==> config.mk <==
export PLATFORM = sky130hd
export DESIGN_NAME = bk_subtractor
export DESIGN_NICKNAME = d
export VERILOG_FILES = /design/src/rtl/bk_pkg.sv /design/src/rtl/bk_prefix_cell.sv /design/src/rtl/bk_subtractor.sv
export SDC_FILE = /design/constraint.sdc
export NUM_CORES = 1
export LEC_CHECK = 0
export CAP_MARGIN = 0
export CORE_ASPECT_RATIO = 1.75
export CORE_MARGIN = 8
export CORE_UTILIZATION = 35
export DETAILED_ROUTE_END_ITERATION = 10
export PLACE_DENSITY_LB_ADDON = 0.15
export RECOVER_POWER = 50
export SLEW_MARGIN = 25
export SYNTH_ARGS = -nofsm -noshare
export SYNTH_HDL_FRONTEND = slang
export SYNTH_SLANG_ARGS = --single-unit
==> constraint.sdc <==
create_clock -name clk -period 2.8 [get_ports clk]
set_clock_uncertainty 0.2 [all_clocks]
set_input_delay 0.56 -clock clk [delete_from_list [all_inputs] [get_ports clk]]
set_output_delay 0.56 -clock clk [all_outputs]
set_load 0.02 [all_outputs]
==> src/rtl/bk_pkg.sv <==
// Shared constants and types for the Brent-Kung subtractor slice.
// Optional signed-overflow output is enabled by defining BK_SUB_OVF_EN.
package bk_pkg;

    localparam int WIDTH   = 6;
    localparam int LATENCY = 2;

    typedef logic [WIDTH-1:0] word_t;

endpackage

==> src/rtl/bk_prefix_cell.sv <==
// One Brent-Kung prefix operator: black (G and P) or grey (G only, GREY=1).
// Macro BK_SUB_OVF_EN does not affect this cell.
module bk_prefix_cell
    import bk_pkg::*;
#(
    parameter bit GREY = 1'b0
) (
    input  logic i_gHi,
    input  logic i_pHi,
    input  logic i_gLo,
    input  logic i_pLo,
    output logic o_g,
    output logic o_p
);

    assign o_g = i_gHi | (i_pHi & i_gLo);

    // Grey cells sit on spans anchored at bit 0, where the group propagate is never consumed.
    generate
        if (GREY) begin : g_grey
            logic w_unusedPLo;
            assign w_unusedPLo = i_pLo;
            assign o_p         = 1'b0;
        end else begin : g_black
            assign o_p = i_pHi & i_pLo;
        end
    endgenerate

endmodule

==> src/rtl/bk_subtractor.sv <==
// Two-stage pipelined 6-bit Brent-Kung subtractor (A + ~B + 1) with valid/ready handshake.
// Define BK_SUB_OVF_EN to add the pipelined signed-overflow output ovf.
module bk_subtractor
    import bk_pkg::*;
(
    input  logic             clk,
    input  logic             rst,
    input  logic             in_valid,
    output logic             in_ready,
    input  logic [WIDTH-1:0] a,
    input  logic [WIDTH-1:0] b,
    output logic             out_valid,
    input  logic             out_ready,
    output logic [WIDTH-1:0] d,
    output logic             bout
`ifdef BK_SUB_OVF_EN
    ,
    output logic             ovf
`endif
);

    word_t      w_g;
    word_t      w_p;
    word_t      w_h;
    logic       w_g00;
    logic       w_g10;
    logic       w_g32;
    logic       w_p32;
    logic       w_g54;
    logic       w_p54;
    logic [4:0] w_unusedP;

    logic       r_s1Valid;
    word_t      r_h;
    logic       r_g00;
    logic       r_g10;
    logic       r_g32;
    logic       r_p32;
    logic       r_g54;
    logic       r_p54;
    logic       r_g2;
    logic       r_p2;
    logic       r_g4;
    logic       r_p4;

    logic       w_g20;
    logic       w_g30;
    logic       w_g40;
    logic       w_g50;
    word_t      w_dNext;

    logic       r_outValid;
    word_t      r_d;
    logic       r_bout;

    logic       w_s1Adv;
    logic       w_s2Adv;

    assign w_g   = a & ~b;
    assign w_p   = a | ~b;
    assign w_h   = a ^ ~b;
    // The subtraction's carry-in of 1 is absorbed into bit 0's generate.
    assign w_g00 = w_g[0] | w_p[0];

    bk_prefix_cell #(.GREY(1'b1)) u_g10 (
        .i_gHi(w_g[1]), .i_pHi(w_p[1]), .i_gLo(w_g00), .i_pLo(1'b0),
        .o_g(w_g10), .o_p(w_unusedP[0])
    );
    bk_prefix_cell #(.GREY(1'b0)) u_gp32 (
        .i_gHi(w_g[3]), .i_pHi(w_p[3]), .i_gLo(w_g[2]), .i_pLo(w_p[2]),
        .o_g(w_g32), .o_p(w_p32)
    );
    bk_prefix_cell #(.GREY(1'b0)) u_gp54 (
        .i_gHi(w_g[5]), .i_pHi(w_p[5]), .i_gLo(w_g[4]), .i_pLo(w_p[4]),
        .o_g(w_g54), .o_p(w_p54)
    );

    bk_prefix_cell #(.GREY(1'b1)) u_g30 (
        .i_gHi(r_g32), .i_pHi(r_p32), .i_gLo(r_g10), .i_pLo(1'b0),
        .o_g(w_g30), .o_p(w_unusedP[1])
    );
    bk_prefix_cell #(.GREY(1'b1)) u_g50 (
        .i_gHi(r_g54), .i_pHi(r_p54), .i_gLo(w_g30), .i_pLo(1'b0),
        .o_g(w_g50), .o_p(w_unusedP[2])
    );
    bk_prefix_cell #(.GREY(1'b1)) u_g20 (
        .i_gHi(r_g2), .i_pHi(r_p2), .i_gLo(r_g10), .i_pLo(1'b0),
        .o_g(w_g20), .o_p(w_unusedP[3])
    );
    bk_prefix_cell #(.GREY(1'b1)) u_g40 (
        .i_gHi(r_g4), .i_pHi(r_p4), .i_gLo(w_g30), .i_pLo(1'b0),
        .o_g(w_g40), .o_p(w_unusedP[4])
    );

    // r_h[0] already holds h0 ^ 1, so it is the final difference bit 0.
    assign w_dNext = {r_h[5] ^ w_g40, r_h[4] ^ w_g30, r_h[3] ^ w_g20,
                      r_h[2] ^ r_g10, r_h[1] ^ r_g00, r_h[0]};

    assign w_s2Adv  = ~r_outValid | out_ready;
    assign w_s1Adv  = ~r_s1Valid | w_s2Adv;
    assign in_ready = w_s1Adv;

    assign out_valid = r_outValid;
    assign d         = r_d;
    assign bout      = r_bout;

    // Stage 1 captures local bit terms and the low-level prefix groups on each accepted pair.
    always_ff @(posedge clk) begin
        if (rst) begin
            r_s1Valid <= 1'b0;
            r_h       <= '0;
            r_g00     <= 1'b0;
            r_g10     <= 1'b0;
            r_g32     <= 1'b0;
            r_p32     <= 1'b0;
            r_g54     <= 1'b0;
            r_p54     <= 1'b0;
            r_g2      <= 1'b0;
            r_p2      <= 1'b0;
            r_g4      <= 1'b0;
            r_p4      <= 1'b0;
        end else begin
            if (w_s1Adv) begin
                r_s1Valid <= in_valid;
            end
            if (in_valid && w_s1Adv) begin
                r_h   <= {w_h[5:1], ~w_h[0]};
                r_g00 <= w_g00;
                r_g10 <= w_g10;
                r_g32 <= w_g32;
                r_p32 <= w_p32;
                r_g54 <= w_g54;
                r_p54 <= w_p54;
                r_g2  <= w_g[2];
                r_p2  <= w_p[2];
                r_g4  <= w_g[4];
                r_p4  <= w_p[4];
            end
        end
    end

    // Stage 2 finishes the tree and holds its result while the consumer stalls.
    always_ff @(posedge clk) begin
        if (rst) begin
            r_outValid <= 1'b0;
            r_d        <= '0;
            r_bout     <= 1'b0;
        end else begin
            if (w_s2Adv) begin
                r_outValid <= r_s1Valid;
            end
            if (r_s1Valid && w_s2Adv) begin
                r_d    <= w_dNext;
                r_bout <= ~w_g50;
            end
        end
    end

`ifdef BK_SUB_OVF_EN
    logic r_a5;
    logic r_ovf;

    assign ovf = r_ovf;

    // Operands differ in sign exactly when h5 is 0; overflow if the result sign departs from A.
    always_ff @(posedge clk) begin
        if (rst) begin
            r_a5  <= 1'b0;
            r_ovf <= 1'b0;
        end else begin
            if (in_valid && w_s1Adv) begin
                r_a5 <= a[5];
            end
            if (r_s1Valid && w_s2Adv) begin
                r_ovf <= ~r_h[5] & (w_dNext[5] ^ r_a5);
            end
        end
    end
`endif

endmodule

==> summary.md, run 1 <==
| Metric | Value |
|---|---|
| CP bufs+invs | `3` |
| Boundary Pins | `25` |
| CP peak stage delay | `~0.6 ns` |
| Initial core utilization | `0.362` |
| Share of flip-flops with an asynchronous set or reset | `0` |
| Critical Path RT | `about 2 ns` |
| Largest cells by area after synthesis | `dfxtp_1 41%, ha_1 11%, a21oi_1 10%` |
| GRT Util Overall | `0.108` |
| PD cells | `478 mW/mm^2` |
| Clk buf depth | `2` |
| Vias per cell | `slightly above 5` |
| Post-synth EDFFs | `0` |
| Port Buffers | `24` |
| # Post-CTS Setup Buffers | `0` |
| Root Driver | `clkbuf_8` |
| Grt total ovfl | `0` |
| Largest delay contributor family on the critical path | `buffers and inverters` |
| Area growth syn-to-layout | `26.8%` |
| Worst-path cell chain | `clkdlybuf4s50_1 -> and3b_1 -> inv_2 -> clkdlybuf4s50_1` |
| Final Hold Vio Count | `0` |
| Setup crit end kind | `output pin` |
| Area taken by flip-flops and latches | `around 500 um^2` |
| Register area share after synthesis | `0.411` |
| Kind of critical path | `in2out` |
| Crit-path slowest cell | `clkdlybuf4s50_1` |
| Fillcell total | `between 300 and 400` |
| First-pass GRT wire length | `between 4000 and 5000 um` |
| Nets | `193` |
| CTS tree | `done` |
| Drt drc | `0` |
| Routed WL | `between 2000 and 3000 um` |
| Post-synth top area cell | `dfxtp_1` |
| Fin crit share | `0.963` |
| Min Tclk post-route | `2.70 ns` |
| Cell mode on critical path | `clkdlybuf4s50_1` |
| GP Congestion | `0.757` |
| Routed vias | `1,090` |
| CTS HTree Levels | `1` |
| Hold Slack | `~0.29 ns` |
| Avg Inst Size Synth | `just under 9 um^2` |
| Syn nets | `roughly 170` |
| Diodes inserted | `0` |
| Hold Path Class | `reg2reg` |
| Max_slew headroom | `0.538` |
| Clock latency on the worst-skew pair | `around 0.26 ns` |
| Die X | `between 60 and 70 um` |
| Footprint of the multi-input gates | `a little over 600 um^2` |
| Top_reg_cell synth | `dfxtp_1` |
| Clk sinks | `25` |
| Most common library cells after synthesis | `25 x a21oi_1, 25 x dfxtp_1, 13 x inv_1` |
| Layout cells sized above 1 | `0.0545` |
| Worst-path clk slew | `roughly 0.08 ns` |
| Yosys warns | `0` |
| CP arrival | `~1.9 ns` |
| ANT nets after route | `0` |
| Post-DR wirelength/cell | `around 14 um` |
| RSZ-0062 raised after global routing | `false` |
| P_leak | `around 0.63 nW` |
| Yosys reg bits | `25` |
| Routed wl met2 | `1500 um` |
| DP HPWL | `around 2200 um` |
| WL met1 | `about 1200 um` |
| Max Cap Violations | `0` |
| Max-slew violation count | `0` |
| CP Launch Type | `primary input` |
| Mapped Area | `about 0.0012 mm^2` |
| Cts hold-fix bufs | `0` |
| Max rail drop VDD | `roughly 0.32 mV` |
| Setup TNS | `0 ns` |
| Crit-path max FO | `3` |
| Initial DRC Count | `34` |
| Post_cts resized | `0` |
| Outcome | `completed` |
| Vias in the first global route | `about 1,100` |
| Achievable Freq | `about 370 MHz` |
| Die area | `between 0.005 and 0.006 mm^2` |
| DR top layer | `met4` |
| Largest net degree at the start of global routing | `28` |
| Worst-Margin Slew | `0.693 ns` |
| Post-synth top area share | `0.411` |
| Pre-Repair DR Iteration Count | `4` |
| FP Rows | `28` |
| Yosys cell types | `29` |
| Core footprint | `0.00336 mm^2` |
| Met3 WL | `~140 um` |
| Num CTS Buffers | `3` |
| Final setup viols | `0` |
| Initial antenna violation count | `0` |
| Synth Instances | `between 100 and 150` |
| Die Ht | `approximately 94 um` |
-- stage by stage --
stage	setup WS (ns)	cells	utilization	instance area [um^2]	power, mW
2_1_floorplan	0.970	140	-	1220	0.477
3_3_place_gp	0.0786	206	0.449	1510	0.534
3_5_place_dp	0.0927	206	0.449	1510	0.536
4_1_cts	0.0843	210	0.462	1560	0.747
5_1_grt	0.0563	210	0.459	1540	0.782
6_report	0.103	210	0.459	1540	0.737
-- cells in the final DEF (no fill, tap or decap) --
cell type / instances
a211oi_1: 8
a21o_1: 1
a21oi_1: 25
and3_1: 1
and3b_1: 1
buf_4: 3
clkbuf_1: 2
clkbuf_8: 3
clkdlybuf4s50_1: 24
dfxtp_1: 25
ha_1: 11
inv_1: 13
inv_2: 3
nand2b_1: 5
nand3_1: 8
nand4b_1: 1
nor2_1: 4
nor2b_1: 2
nor3_1: 1
nor4_1: 1
o2111ai_1: 1
o21ai_0: 1
o21ai_1: 9
o221ai_1: 1
o22ai_1: 2
o32ai_1: 1
or2_0: 1
or3_1: 1
or4_1: 2
xnor2_1: 2
xor2_1: 2
-- state kept, by name, summed over array words and instances (netlist names) --
name,flops
d,6
r_h,6
bout,1
out_valid,1
r_g00,1
r_g10,1
r_g2,1
r_g32,1
r_g4,1
r_g54,1
r_p2,1
r_p32,1
r_p4,1
r_p54,1
r_s1Valid,1
-- cell type report --
type,count,area share
Timing Repair Buffer,28,0.173
Multi-Input combinational cell,92,0.399
Inverter,16,0.0389
Sequential cell,25,0.324
Tap cell,45,0.0365
Clock buffer,4,0.0292
-- routing by layer --
metal / track usage / up-vias
met1: 0.116 / 512
met2: 0.187 / 25
met3: 0.0233 / 7
li1: - / 546
met5: 0 / -
met4: 0.0568 / 0
-- cell families (layout without fill, tap and decap cells) --
| group | Yosys count | after routing | share of synthesized area |
|---|---|---|---|
| xor+xnor | 4 | 4 | 0.0288 |
| simple gates | 28 | 28 | 0.133 |
| buf+inv | 23 | 48 | 0.0771 |
| fa+ha+maj | 11 | 11 | 0.113 |
| flops | 25 | 25 | 0.411 |
| compound gates | 49 | 49 | 0.237 |
-- path summary, 6_finish.rpt --
| kind | from | end | slack, ns | cells past startpoint |
|---|---|---|---|---|
| setup reg to reg | r_s1Valid | r_p2 | 0.90 | 5 |
| hold / removal | r_g54 | bout | 0.29 | 1 |
| setup / recovery | out_ready | in_ready | 0.10 | 4 |
| hold reg to reg | r_g54 | bout | 0.29 | 1 |
-- where the power goes --
part / switching, mW / total [mW] / internal (mW)
combinational: 0.0634 / 0.129 / 0.0659
sequential: 0.0165 / 0.396 / 0.379
clock: 0.111 / 0.212 / 0.102
No activity file was read; power rests on OpenSTA's default activity.
==> run 2: changes to the inputs <==
==> constraint.sdc (replaced) <==
create_clock -name clk -period 2.8 [get_ports clk]
set_clock_uncertainty 0.2 [all_clocks]
set_input_delay 0.56 -clock clk [delete_from_list [all_inputs] [get_ports clk]]
set_output_delay 0.56 -clock clk [all_outputs]
set_load 0.1 [all_outputs]
==> summary.md, run 2 (synthesis results as in run 1) <==
| Metric | Value |
|---|---|
| Outcome | `completed` |
| GRT Util Overall | `0.109 (+0.000923)` |
| Vias in the first global route | `1,075 (+2.3%)` |
| P_leak | `0.620 nW (-1.0%)` |
| ANT nets after route | `0 (unchanged)` |
| RSZ-0062 raised after global routing | `false` |
| Psw | `0.238 mW (+25%)` |
| Die Ht | `94.0 um (unchanged)` |
| Min Tclk post-route | `2.42 ns (-0.275 ns)` |
| Post-DR wirelength/cell | `13.7 um (about the same)` |
| Setup TNS | `0 ns (unchanged)` |
| Combinational fraction of design power | `0.213 (+0.038)` |
| Achievable Freq | `413 MHz (+11%)` |
| Port Buffers | `24 (unchanged)` |
| Fin crit share | `0.865 (-0.0980)` |
| # Post-CTS Setup Buffers | `0 (unchanged)` |
| GP Congestion | `0.737 (-2.6%)` |
| Grt total ovfl | `0 (unchanged)` |
| Boundary Pins | `25 (unchanged)` |
| Max-slew violation count | `0 (unchanged)` |
| Flop pwr share | `0.512 (-0.025)` |
| Core footprint | `0.00336 mm^2 (unchanged)` |
| CP peak stage delay | `0.57 ns (-0.03 ns)` |
| Fillcell total | `370 (+1.9%)` |
| Clk pwr share | `0.275 (-0.013)` |
| Drt drc | `0 (unchanged)` |
| Die area | `0.00570 mm^2 (unchanged)` |
| P_int | `0.537 mW (-1.8%)` |
| Largest delay contributor family on the critical path | `buffers and inverters` |
| Critical Path RT | `2.04 ns (about the same)` |
| Clock latency on the worst-skew pair | `0.27 ns (about the same)` |
| Sw frac | `0.307 (+0.0490)` |
| Num CTS Buffers | `3 (unchanged)` |
| CP bufs+invs | `3 (unchanged)` |
| Final Hold Vio Count | `0 (unchanged)` |
| Kind of critical path | `in2out` |
| FP Rows | `28 (unchanged)` |
| Vias per cell | `5.18 (-0.18%)` |
| PD cells | `512 mW/mm^2 (+7.3%)` |
| First-pass GRT wire length | `4830 um (+1.0%)` |
| Post_cts resized | `0 (unchanged)` |
| Commonest non-fill, non-tap cells in the layout | `25 x a21oi_1, 25 x dfxtp_1, 14 x clkdlybuf4s50_1` |
| Initial antenna violation count | `0 (unchanged)` |
| Crit-path max FO | `3 (unchanged)` |
| Initial DRC Count | `20 (-41%)` |
| Final cell count without fillers | `210 (unchanged)` |
| Met3 WL | `134 um (-5.0%)` |
| WL met1 | `1140 um (-2.4%)` |
| Nets | `193 (unchanged)` |
| DR top layer | `met4` |
| Inst Count DP | `206 (unchanged)` |
| CTS HTree Levels | `1 (unchanged)` |
| Root Driver | `clkbuf_8` |
| Die X | `60.6 um (unchanged)` |
| Worst-Margin Slew | `1.18 ns (+0.488 ns)` |
| Area growth syn-to-layout | `24.3%` |
| Clk sinks | `25 (unchanged)` |
| Largest net degree at the start of global routing | `28 (unchanged)` |
| Final setup viols | `0 (unchanged)` |
| Max_slew headroom | `0.215 (-0.322)` |
| Diodes inserted | `0 (unchanged)` |
| Max rail drop VDD | `0.237 mV (-26%)` |
| Hold Path Class | `reg2reg` |
| Worst-path clk slew | `0.09 ns (about the same)` |
| DP HPWL | `2250 um (+2.4%)` |
| Routed wl met2 | `1560 um (+4.5%)` |
| Clk buf depth | `2 (unchanged)` |
| Pre-Repair DR Iteration Count | `4 (unchanged)` |
| Cts hold-fix bufs | `0 (unchanged)` |
| Setup crit end kind | `output pin` |
| Crit-path slowest cell | `dlygate4sd3_1` |
| Routed WL | `2870 um (about the same)` |
| Max Cap Violations | `0 (unchanged)` |
| CP Launch Type | `primary input` |
| Layout cells sized above 1 | `0.0727 (+0.0182)` |
| CTS tree | `done` |
| Worst-path cell chain | `dlygate4sd3_1 -> and3b_1 -> inv_2 -> buf_12` |
| Initial core utilization | `0.362 (unchanged)` |
| CP arrival | `1.66 ns (-0.28 ns)` |
| Routed vias | `1,088 (-0.18%)` |
==> run 2: through the flow <==
stage	util	area [um^2]	worst slack [ns]	hold slack [ns]	total power, mW
floorplan	-	1220	0.411	0.250	0.519
global placement	0.446	1500	0.473	0.264	0.576
detailed placement	0.446	1500	0.472	0.278	0.578
CTS	0.460	1550	0.464	0.290	0.788
global route	0.450	1510	0.301	0.311	0.820
finish	0.450	1510	0.378	0.286	0.775
==> run 2: final timing paths <==
check	from	endpoint	slack (ns)	cells past startpoint
setup / recovery	out_ready	in_ready	0.38	4
hold reg to reg	d[0]	d[0]	0.29	2
hold / removal	d[0]	d[0]	0.29	2
setup reg to reg	r_s1Valid	r_g32	0.86	5
==> run 2: metal layers <==
| metal | vias to the layer above | global-route usage |
|---|---|---|
| met5 | - | 0 |
| met4 | 0 | 0.0411 |
| met3 | 4 | 0.0302 |
| met2 | 24 | 0.192 |
| met1 | 517 | 0.116 |
| li1 | 543 | - |
==> run 2: worst register-to-register path, stage by stage, from the launching register on <==
cell	delay [ns]
dfxtp_1	0.39
and3b_1	0.25
inv_2	0.10
clkbuf_1	0.53
a21oi_1	0.17
a211oi_1	0.23
==> run 2: power groups by stage <==
stage / clock [mW] / sequential [mW] / combinational (mW)
6_report: 0.214 / 0.397 / 0.165
5_1_grt: 0.241 / 0.400 / 0.179
4_1_cts: 0.218 / 0.397 / 0.173
3_5_place_dp: 0 / 0.405 / 0.172
3_3_place_gp: 0 / 0.405 / 0.171
2_1_floorplan: 0 / 0.450 / 0.0694
==> run 2: layout make-up <==
class                   instances  area (um^2)  share of cell area
flip-flops and latches         25          500               0.331
clock buffers                   3         41.3              0.0273
multi-input cells              92          623               0.412
inverters                      16         60.1              0.0397
repair buffers                 28          226               0.150
well taps                      45         56.3              0.0372
clock inverters                 1         5.00             0.00331
